## config.mk

```make
export PLATFORM = sky130hd
export DESIGN_NAME = btn_conditioner_flat
export DESIGN_NICKNAME = d
export VERILOG_FILES = /design/src/rtl/btn_conditioner_if.sv /design/src/rtl/btn_conditioner.sv /design/src/flat_wrapper.sv
export SDC_FILE = /design/constraint.sdc
export NUM_CORES = 1
export LEC_CHECK = 0
export ABC_AREA = 1
export ABC_CLOCK_PERIOD_IN_PS = 1700
export BUFFER_PORTS_ARGS = -buffer_cell sky130_fd_sc_hd__buf_2
export CELL_PAD_IN_SITES_DETAIL_PLACEMENT = 0
export CELL_PAD_IN_SITES_GLOBAL_PLACEMENT = 1
export CORE_AREA = 2 2 58 60
export DETAILED_ROUTE_END_ITERATION = 10
export DIE_AREA = 0 0 60 62
export HOLD_SLACK_MARGIN = 0.06
export PLACE_DENSITY_LB_ADDON = 0.1
export SETUP_SLACK_MARGIN = 0.4
export SLEW_MARGIN = 20
export SYNTH_ARGS = -nofsm -noshare
export SYNTH_HDL_FRONTEND = slang
export SYNTH_SLANG_ARGS = --single-unit
export TNS_END_PERCENT = 5
```

## constraint.sdc

```tcl
create_clock -name clk -period 1.7 [get_ports clk]
set_clock_uncertainty 0.05 [all_clocks]
set_input_delay 0 -clock clk [delete_from_list [all_inputs] [get_ports clk]]
set_output_delay 0 -clock clk [all_outputs]
set_load 0.03 [all_outputs]
```

## src/rtl/btn_conditioner_if.sv

```systemverilog
// Signal bundle between the push-button conditioner and its surroundings:
// tick and raw button in, debounced level and count-enable strobes out.
interface btn_conditioner_if;
  // Strobe semantics: every output pulse (press, release_pulse, rep, ce_out)
  // is registered and high for exactly one clk; there is no back-pressure.
  // The consumer samples each strobe on the next rising clk edge.
  // "release" is a reserved word, so the falling-edge pulse is release_pulse.
  logic       ce_1ms;
  logic       btn_in;
  logic       btn_level;
  logic       press;
  logic       release_pulse;
  logic       rep;
  logic       ce_out;
  logic [1:0] fsm_state;

  modport master (
    output ce_1ms, btn_in,
    input  btn_level, press, release_pulse, rep, ce_out, fsm_state
  );

  modport slave (
    input  ce_1ms, btn_in,
    output btn_level, press, release_pulse, rep, ce_out, fsm_state
  );
endinterface

```

## src/rtl/btn_conditioner.sv

```systemverilog
// Push-button conditioner: 2-FF synchronizer, tick-timed debounce, press/release
// pulses and a typematic auto-repeat strobe merged into a counter enable.
module btn_conditioner #(
  parameter int DEB_MS       = 4,
  parameter int REP_DELAY_MS = 500,
  parameter int REP_RATE_MS  = 100,
  parameter int REP_EN       = 1
) (
  input logic             clk,
  input logic             rst,
  btn_conditioner_if.slave bus
);

  localparam int DW   = $clog2(DEB_MS) + 1;
  localparam int TMAX = (REP_DELAY_MS > REP_RATE_MS) ? REP_DELAY_MS : REP_RATE_MS;
  localparam int TW   = $clog2(TMAX) + 1;

  localparam logic [DW-1:0] DEB_LAST   = DW'(DEB_MS - 1);
  localparam logic [TW-1:0] DELAY_LAST = TW'(REP_DELAY_MS - 1);
  localparam logic [TW-1:0] RATE_LAST  = TW'(REP_RATE_MS - 1);

  localparam logic [1:0] IDLE   = 2'd0;
  localparam logic [1:0] DELAY  = 2'd1;
  localparam logic [1:0] REPEAT = 2'd2;

  logic          s1, s2;
  logic          level;
  logic [DW-1:0] deb_cnt;
  logic [TW-1:0] timer;
  logic [1:0]    state;
  logic          press_q, release_q, rep_q, ce_q;

  logic          flip, rise_evt, fall_evt, rep_hit;

  // Edge events and the repeat hit are decided on the same edge that updates
  // btn_level, so every strobe leaves the block with zero extra latency.
  always_comb begin
    flip     = (s2 != level) && bus.ce_1ms && (deb_cnt == DEB_LAST);
    rise_evt = flip && !level;
    fall_evt = flip && level;
    rep_hit  = 1'b0;
    if ((REP_EN != 0) && bus.ce_1ms && !fall_evt) begin
      if ((state == DELAY) && (timer == DELAY_LAST))
        rep_hit = 1'b1;
      else if ((state == REPEAT) && (timer == RATE_LAST))
        rep_hit = 1'b1;
    end
  end

  always_ff @(posedge clk or posedge rst) begin
    if (rst) begin
      s1 <= 1'b0;
      s2 <= 1'b0;
    end else begin
      s1 <= bus.btn_in;
      s2 <= s1;
    end
  end

  always_ff @(posedge clk or posedge rst) begin
    if (rst) begin
      level   <= 1'b0;
      deb_cnt <= '0;
    end else if (s2 == level) begin
      deb_cnt <= '0;
    end else if (bus.ce_1ms) begin
      if (flip) begin
        level   <= ~level;
        deb_cnt <= '0;
      end else begin
        deb_cnt <= deb_cnt + DW'(1);
      end
    end
  end

  // Release always wins: it returns the FSM to IDLE even on a repeat tick.
  always_ff @(posedge clk or posedge rst) begin
    if (rst) begin
      state <= IDLE;
      timer <= '0;
    end else if (fall_evt) begin
      state <= IDLE;
      timer <= '0;
    end else begin
      case (state)
        IDLE: begin
          if ((REP_EN != 0) && rise_evt) begin
            state <= DELAY;
            timer <= '0;
          end
        end
        DELAY: begin
          if (bus.ce_1ms) begin
            if (rep_hit) begin
              state <= REPEAT;
              timer <= '0;
            end else begin
              timer <= timer + TW'(1);
            end
          end
        end
        REPEAT: begin
          if (bus.ce_1ms) begin
            if (rep_hit)
              timer <= '0;
            else
              timer <= timer + TW'(1);
          end
        end
        default: begin
          state <= IDLE;
          timer <= '0;
        end
      endcase
    end
  end

  always_ff @(posedge clk or posedge rst) begin
    if (rst) begin
      press_q   <= 1'b0;
      release_q <= 1'b0;
      rep_q     <= 1'b0;
      ce_q      <= 1'b0;
    end else begin
      press_q   <= rise_evt;
      release_q <= fall_evt;
      rep_q     <= rep_hit;
      ce_q      <= rise_evt | rep_hit;
    end
  end

  assign bus.btn_level     = level;
  assign bus.press         = press_q;
  assign bus.release_pulse = release_q;
  assign bus.rep           = rep_q;
  assign bus.ce_out        = ce_q;
  assign bus.fsm_state     = state;

endmodule

```

## src/flat_wrapper.sv

```systemverilog
// flat-port wrapper written by rule: the top's interface ports become plain ports
module btn_conditioner_flat 
#(
  parameter int DEB_MS       = 4,
  parameter int REP_DELAY_MS = 500,
  parameter int REP_RATE_MS  = 100,
  parameter int REP_EN       = 1
)
  (clk, rst, bus_ce_1ms, bus_btn_in, bus_btn_level, bus_press, bus_release_pulse, bus_rep, bus_ce_out, bus_fsm_state);
  btn_conditioner_if bus_i ();
  input logic clk;
  input logic rst;
  input wire logic [$bits(bus_i.ce_1ms)-1:0] bus_ce_1ms;
  input wire logic [$bits(bus_i.btn_in)-1:0] bus_btn_in;
  output wire logic [$bits(bus_i.btn_level)-1:0] bus_btn_level;
  output wire logic [$bits(bus_i.press)-1:0] bus_press;
  output wire logic [$bits(bus_i.release_pulse)-1:0] bus_release_pulse;
  output wire logic [$bits(bus_i.rep)-1:0] bus_rep;
  output wire logic [$bits(bus_i.ce_out)-1:0] bus_ce_out;
  output wire logic [$bits(bus_i.fsm_state)-1:0] bus_fsm_state;
  assign bus_i.ce_1ms = bus_ce_1ms;
  assign bus_i.btn_in = bus_btn_in;
  assign bus_btn_level = bus_i.btn_level;
  assign bus_press = bus_i.press;
  assign bus_release_pulse = bus_i.release_pulse;
  assign bus_rep = bus_i.rep;
  assign bus_ce_out = bus_i.ce_out;
  assign bus_fsm_state = bus_i.fsm_state;
  btn_conditioner #(.DEB_MS(DEB_MS), .REP_DELAY_MS(REP_DELAY_MS), .REP_RATE_MS(REP_RATE_MS), .REP_EN(REP_EN)) u_core (.clk(clk), .rst(rst), .bus(bus_i));
endmodule
```

# Word level (Yosys, flattened, before mapping)
# Index checks and enable logic that the tools add are counted.
# op_classes
n_bitwise	3
n_reduce_logical	15
eq_ne	12
add_sub_neg	2
n_mux	16
# ops
operator	n
$mux 10	4
$pmux 10 s2	1
$add 10x1->10 const B	1
$eq 10x7->1 const B	1
$eq 10x9->1 const B	1
$mux 3	3
$ne 3x1->1 const B	3
$mux 2	4
$logic_and 1x1->1	7
$pmux 2 s3	1
$reduce_and 4->1	1
$add 3x1->3 const B	1
$eq 3x2->1 const B	1
$mux 1	3
$ne 3x2->1 const B	1
$reduce_and 3->1	1
$eq 2x1->1 const B	1
$eq 2x2->1 const B	1
$logic_not 1->1	2
$logic_not 2->1	1
$ne 2x1->1 const B	1
$not 1->1	2
$reduce_and 2->1	1
$reduce_bool 2->1	1
4 further kinds	4
# totals
wordCells	58
register_bits	22

# Longest topological paths before layout
# Gate-level depths: netlist of run 1.
# depth
word_depth	11
depth_mapped	11
depth_no_buf	10

# Worst setup path after synthesis of run 1
# No wires, ideal clock.
# synth_path
kind	reg2reg
startpoint	register u_core.state[0], in the netlist u_core.bus.fsm_state[0]
endpoint	register u_core.timer[5]
path_stages_with_launch	10
path_slack_ps	65
n_path_buf	1
arrival_ps	1472
cell_sequence	dfrtp_1 inv_1 ha_1 nand2_1 buf_2 nand3_1 nand2_1 nand2_1 nand2_1 inv_1
# synth_between
elab_chain_cells	9
word_cells_on_any_way	16
# synth_rtl
item	line_no	source
start: declaration	btn_conditioner.sv:30	logic [1:0] state;
start signal: assignment	btn_conditioner.sv:79	state <= IDLE;
start signal: assignment	btn_conditioner.sv:82	state <= IDLE;
start signal: assignment	btn_conditioner.sv:88	state <= DELAY;
$eq 2x2->1	btn_conditioner.sv:45, btn_conditioner.sv:85	
$logic_and 1x1->1	btn_conditioner.sv:45	else if ((state == REPEAT) && (timer == RATE_LAST))
$mux 1	btn_conditioner.sv:45	
$mux 1	btn_conditioner.sv:43	if ((state == DELAY) && (timer == DELAY_LAST))
$mux 1	btn_conditioner.sv:42	if ((REP_EN != 0) && bus.ce_1ms && !fall_evt) begin
$mux 10	btn_conditioner.sv:94, btn_conditioner.sv:104	
$mux 10	btn_conditioner.sv:103	if (bus.ce_1ms) begin
$pmux 10 s2	btn_conditioner.sv:85	case (state)
$mux 10	btn_conditioner.sv:81	end else if (fall_evt) begin
end signal: assignment	btn_conditioner.sv:98	timer <= timer + TW'(1);
end signal: assignment	btn_conditioner.sv:107	timer <= timer + TW'(1);
end: declaration	btn_conditioner.sv:29	logic [TW-1:0] timer;
# Parallel ways exist; a longest one is shown, timed or not. The select of a mux whose other input is x is not followed.
# A chain may end at the register's enable or synchronous reset.

# Final worst setup path of run 1
# layout_path
startpoint	register u_core.deb_cnt[0]
endpoint	register u_core.state[0], in the netlist u_core.bus.fsm_state[0]
# layout_between
elab_chain_cells	8
word_cells_on_any_way	13
# layout_rtl
item	line_no	source
start: declaration	btn_conditioner.sv:28	logic [DW-1:0] deb_cnt;
start signal: assignment	btn_conditioner.sv:71	deb_cnt <= deb_cnt + DW'(1);
$eq 3x2->1 (*)	btn_conditioner.sv:38	flip = (s2 != level) && bus.ce_1ms && (deb_cnt == DEB_LAST);
$logic_and 1x1->1 (*)	btn_conditioner.sv:38	
$logic_and 1x1->1	btn_conditioner.sv:40	fall_evt = flip && level;
$logic_not 1->1	btn_conditioner.sv:42	
$logic_and 1x1->1	btn_conditioner.sv:42	
$mux 1	btn_conditioner.sv:42	
$ne 3x1->1 (no line)	-	
$reduce_and 4->1 (no line)	-	
# Mark *: on every way between the ends. The rest lies on a longest branch, timed or not.

==> results.cfg, run 1 <==
[outcome]
outcome = finished, final reports clean

[power_and_ir_drop]
power-per-cell-area_nw_per_um2 = 1310
leakage_nw = 0.847
p_total_w = 0.00207
ir_worst_vdd_mv = 0.487

[timing]
slew_violations = 0
period_minus_slack_ns = 1.61
period_share_pct = 94.5
tightest_slew_ns = 0.315
setup-tns-final_ns = 0
slew_headroom_pct = 78.9
rsz0062_at_grt = true
hold_ws_ns = 0.0902
hold_viol_final = 0
setup_viol = 0
fmax_mhz = 623

[synthesis]
synthMuxAreaShare_pct = 0
synth_cell_types = 21
synth_top_family_by_area = simple AND/OR/NAND/NOR gates
synth_compound_gate_area_share_pct = 3.62
syn-mean-instance-area_sq_um = 7.49
yosysSeqAreaShare_pct = 44.3
netlist_area_sq_um = 1240
synthCells = 166
synth-adder-area-share_pct = 5.03
synth-seq-cells = 22
synth_simple_gate_area_share_pct = 35.7
syn_nets = 175
synth_xor_xnor_area_share_pct = 0.704
ys_warn_count = 0

[routing]
postRouteAntennaNets = 0
drt_iter0_markers = 47
vias_per_cell = 4.80
dr.pass1.iters = 4
routedWlPerCell_microns = 11.8
vias = 1152
wl_mm = 2.84
drc = 0

[cts]
cts.sink_count = 22
insertion_delay_ns = 0.31
cts-buffers-inserted = 3
clock-root-buffer = clkbuf_4
clk_pin_slew_ns = 0.13
cts_tree = built
cts_max_level = 1
clockBufferDepth = 2

[cells_and_area]
nFillCells = 316
fin_nets = 204
postLayoutCellArea_sq_um = 1580
layout-drive-gt1-share_pct = 25.3
syn2layout_area_growth_pct = 27.3
antenna_cells = 0
final_util_pct = 49.8

[grt]
grt_overflow = 0
grt_max_degree = 16
grt_pass1_wl_mm = 4.77
grtUsageTotal_pct = 17.2
grt_pass1_vias = 1100
antenna_found_initial = 0

[placed_design]
hpwlAfterDp_mm = 2.05
io_buffers = 10
dpl-instance-area_sq_um = 1370
gp_congestion = 0.770

[hold_path]
min-delay-path-class = in -> reg

[critical_path]
worst_path_max_delay_cell = dfrtp_1
slowest_delay_ns = 0.39
cp_cell_sequence = ha_2, inv_2, nor2_4, nand4_1, buf_4, buf_6, nand2_2, nand3b_1, nand2_1
required_ns = 1.87
arrival_ns = 1.77
worst_setup_path_start_kind = flip-flop
worstSetupPathType = reg -> reg
cp-end-kind = flip-flop
critPathMaxFanout = 5

[floorplanning]
die_area_sq_um = 3720
num_io_pins = 11
die_x_microns = 60
die_y_microns = 62
rows = 21
core_sq_um = 3180
start_util_pct = 39.1

[flow_run]
cap_violations = 0
## routing by layer
metal / global-route usage, % / part of all wire, % / wire length (microns) / vias to the layer above
li1: - / - / - / 578
met1: 23.2 / 47 / 1340 / 551
met2: 28.4 / 49 / 1400 / 17
met3: 2.48 / 2.1 / 60 / 6
met4: 5.71 / 1.5 / 44 / 0
met5: 0 / 0 / 0 / -
## path summary, 6_finish.rpt
path,slack [ns],cells past startpoint,startpoint,end
max,0.09,9,u_core.deb_cnt[0],u_core.bus.fsm_state[0]
min,0.09,5,bus_ce_1ms,u_core.bus.rep
max reg2reg,0.09,9,u_core.deb_cnt[0],u_core.bus.fsm_state[0]
min reg2reg,0.32,0,u_core.s1,u_core.s2
max in group asynchronous,0.99,4,rst,u_core.bus.release_pulse
min in group asynchronous,0.11,3,rst,u_core.timer[9]
## cell type report
class | instances | area, sq um | share of cell area, %
multi-input combinational | 111 | 612 | 38.7
sequential | 22 | 553 | 34.9
timing repair buffer | 26 | 189 | 11.9
inverter | 31 | 119 | 7.51
tap | 46 | 57.6 | 3.64
clock inverter | 1 | 30.0 | 1.90
clock buffer | 3 | 22.5 | 1.42
## through the flow
stage,std cells,setup slack [ns]
final,240,0.0940
after global placement,224,0.0500
after CTS,238,0.0565
after global routing,240,-0.0470
after detailed placement,224,-0.0337
after floorplan,166,0.210
## worst max-delay path: cells and delay by family (launching register included)
kind / cells / cell delay [ns]
buffers and inverters: 3 / 0.38
AND/OR/NAND/NOR: 5 / 0.51
flip-flops: 1 / 0.39
adder cells (fa/ha/maj): 1 / 0.19
## flip-flops by register name (all words and copies together), names as in the netlist
name / flops
u_core.timer: 10
u_core.deb_cnt: 3
u_core.bus.press: 1
u_core.bus.release_pulse: 1
u_core.s2: 1
u_core.s1: 1
u_core.bus.ce_out: 1
u_core.bus.fsm_state: 2
u_core.bus.rep: 1
u_core.bus.btn_level: 1
## synthesized netlist by cell type (all sizes together)
master	instances	share of area (%)
nand2	53	17
o21bai	1	0.60
dfrtp	22	44
inv	31	9.4
nand3b	2	1.2
buf	2	1.3
o21ai	5	2.0
nand4	10	5.0
nand3	17	7.2
a21oi	1	0.40
o31ai	1	0.60
nor2	14	4.4
xnor2	1	0.70
ha	5	5.0
nor3	1	0.40
## cell families (layout without fill, tap and decap cells)
family | Yosys count | in the layout
AND/OR/NAND/NOR | 97 | 97
AO/OA/AOI/OAI | 8 | 8
buffers and inverters | 33 | 61
XOR/XNOR | 1 | 1
flip-flops | 22 | 22
adder cells (fa/ha/maj) | 5 | 5
## layout by cell type (no fill, tap or decap), types with 7 or more instances in the layout
master | Yosys | final
buf_2 | 1 | 11
nand4_1 | 10 | 10
nand2_2 | 4 | 7
nand2_1 | 48 | 43
dfrtp_1 | 22 | 20
buf_4 | 0 | 8
nor2_1 | 13 | 13
nand3_1 | 16 | 15
inv_1 | 30 | 26
## what timing repair did
action	CTS	global route
hold endpoints to repair	27	0
pin swaps	5	5
resized for setup	6	14
buffers inserted	6	1
hold buffers	4	0
endpoints found under the setup margin	15	18
gates cloned	0	1
## power by group
part | total, W | internal (W) | switching (W)
Clock | 0.000407 | 0.000238 | 0.000169
Combinational | 0.000994 | 0.000353 | 0.000640
Sequential | 0.000667 | 0.000597 | 0.0000692
Power figures use the tool's default switching activity.
==> run 2: changes to the inputs <==
REMOVE_ABC_BUFFERS = 1   (was not set)
==> results.cfg, run 2 (synthesis results as in run 1) <==
[outcome]
outcome = finished, final reports clean

[cts]
cts_max_level = 1
cts.sink_count = 22
cts_tree = built
insertion_delay_ns = 0.32
clockBufferDepth = 2
clock-root-buffer = clkbuf_4
cts-buffers-inserted = 3
clk_pin_slew_ns = 0.14

[timing]
tightest_slew_ns = 0.297
hold_ws_ns = 0.190
period_share_pct = 98.0
fmax_mhz = 600
slew_headroom_pct = 80.1
rsz0062_at_grt = true
hold_viol_final = 0
setup_viol = 0
period_minus_slack_ns = 1.67
slew_violations = 0

[grt]
antenna_found_initial = 0
grt_max_degree = 23
grt_overflow = 0
grtUsageTotal_pct = 16.5
grt_pass1_vias = 1048
grt_pass1_wl_mm = 4.49

[power_and_ir_drop]
p_sw_w = 0.000860
pwr-share-clk_pct = 20.1
ir_worst_vdd_mv = 0.634
power_frac_comb_pct = 48.1
p_total_w = 0.00208
leakage_nw = 0.844
p_sw_share_pct = 41.4
p_int_w = 0.00122
power.share.sequential_pct = 31.7
power-per-cell-area_nw_per_um2 = 1340

[critical_path]
critPathMaxFanout = 5
worst_setup_path_start_kind = flip-flop
cp-end-kind = flip-flop
arrival_ns = 1.84
worstSetupPathType = reg -> reg
required_ns = 1.88

[routing]
routedWlPerCell_microns = 11.4
vias = 1101
dr.pass1.iters = 4
vias_per_cell = 4.59
wl_mm = 2.73
drt_iter0_markers = 40
postRouteAntennaNets = 0
drc = 0

[placed_design]
io_buffers = 10
gp_congestion = 0.768
hpwlAfterDp_mm = 1.93

[cells_and_area]
fin_nets = 204
syn2layout_area_growth_pct = 24.4
antenna_cells = 0
layout-drive-gt1-share_pct = 22.2
largest_register_ffs = 10
regMostFlops = u_core.timer
final_cell_mix = 44 x nand2_1, 27 x inv_1, 22 x dfrtp_1, 16 x nand3_1, 13 x nor2_1
final_common_cell = nand2_1

[floorplanning]
core_sq_um = 3180
die_y_microns = 62
num_io_pins = 11
die_area_sq_um = 3720
start_util_pct = 39.1
die_x_microns = 60
rows = 21

[hold_path]
min-delay-path-class = in -> async

[flow_run]
cap_violations = 0
[run 2: cell types whose count changed in the layout (fill, tap and decap cells not counted), sizes merged]
cell / delta
buf: +1
dlygate4sd3: -1
[run 2: worst paths after layout]
path / startpoint / endpoint / slack [ns] / depth (start not counted)
min in group clk: bus_btn_in / u_core.s1 / 0.26 / 2
setup reg to reg: u_core.deb_cnt[1] / u_core.timer[2] / 0.03 / 10
hold reg to reg: u_core.s1 / u_core.s2 / 0.32 / 0
max in group asynchronous: rst / u_core.bus.release_pulse / 1.18 / 4
hold / removal: rst / u_core.bus.fsm_state[0] / 0.19 / 4
setup / recovery: u_core.deb_cnt[1] / u_core.timer[2] / 0.03 / 10
[run 2: stage by stage]
step           instance area, sq um  worst slack [ns]  cells  TNS [ns]  utilization, %
2_1_floorplan                  1230           -0.0455    164    -0.234               -
3_5_place_dp                   1370           -0.0170    225   -0.0496            43.2
6_report                       1550            0.0339    240         0            48.7
4_1_cts                        1490            0.0528    236         0            46.9
3_3_place_gp                   1370            0.0531    225         0            43.2
5_1_grt                        1550           -0.0948    240    -0.720            48.7
[run 2: per-layer routing]
metal	track usage (%)	share of wire (%)	up-vias
li1	-	-	579
met1	19.5	46	504
met2	29.3	51	14
met3	2.48	2.0	4
met4	7.62	1.2	0
met5	0	0	-
[run 2: worst max-delay path, cell delays in order (launching register included)]
cell     delay, ns
dfrtp_1       0.39
ha_2          0.19
inv_2         0.05
nor2_4        0.13
nand4_1       0.22
nand2_1       0.18
buf_4         0.12
buf_4         0.09
nor2_1        0.03
nand3_1       0.06
o21ai_1       0.06
[run 2: cell type report]
type,instances,area (sq um)
Multi-Input combinational cell,111,583
Tap cell,46,57.6
Clock inverter,1,30.0
Clock buffer,3,22.5
Timing Repair Buffer,26,185
Sequential cell,22,551
Fill cell,322,1630
Inverter,31,119
[run 2: timing repair]
item | 4_1_cts | 5_1_grt
pin swaps | 2 | 8
hold buffers | 3 | 0
endpoints found under the setup margin | 15 | 16
gates resized for setup | 1 | 14
hold endpoints to repair | 27 | 0
buffers inserted | 4 | 4
[run 2: power by group through the flow]
stage          combinational [W]  clock [W]  sequential, W
2_1_floorplan           0.000542          0       0.000718
3_3_place_gp            0.000862          0       0.000667
3_5_place_dp            0.000864          0       0.000668
4_1_cts                 0.000908   0.000424       0.000657
5_1_grt                  0.00113   0.000453       0.000670
6_report                0.000999   0.000418       0.000659
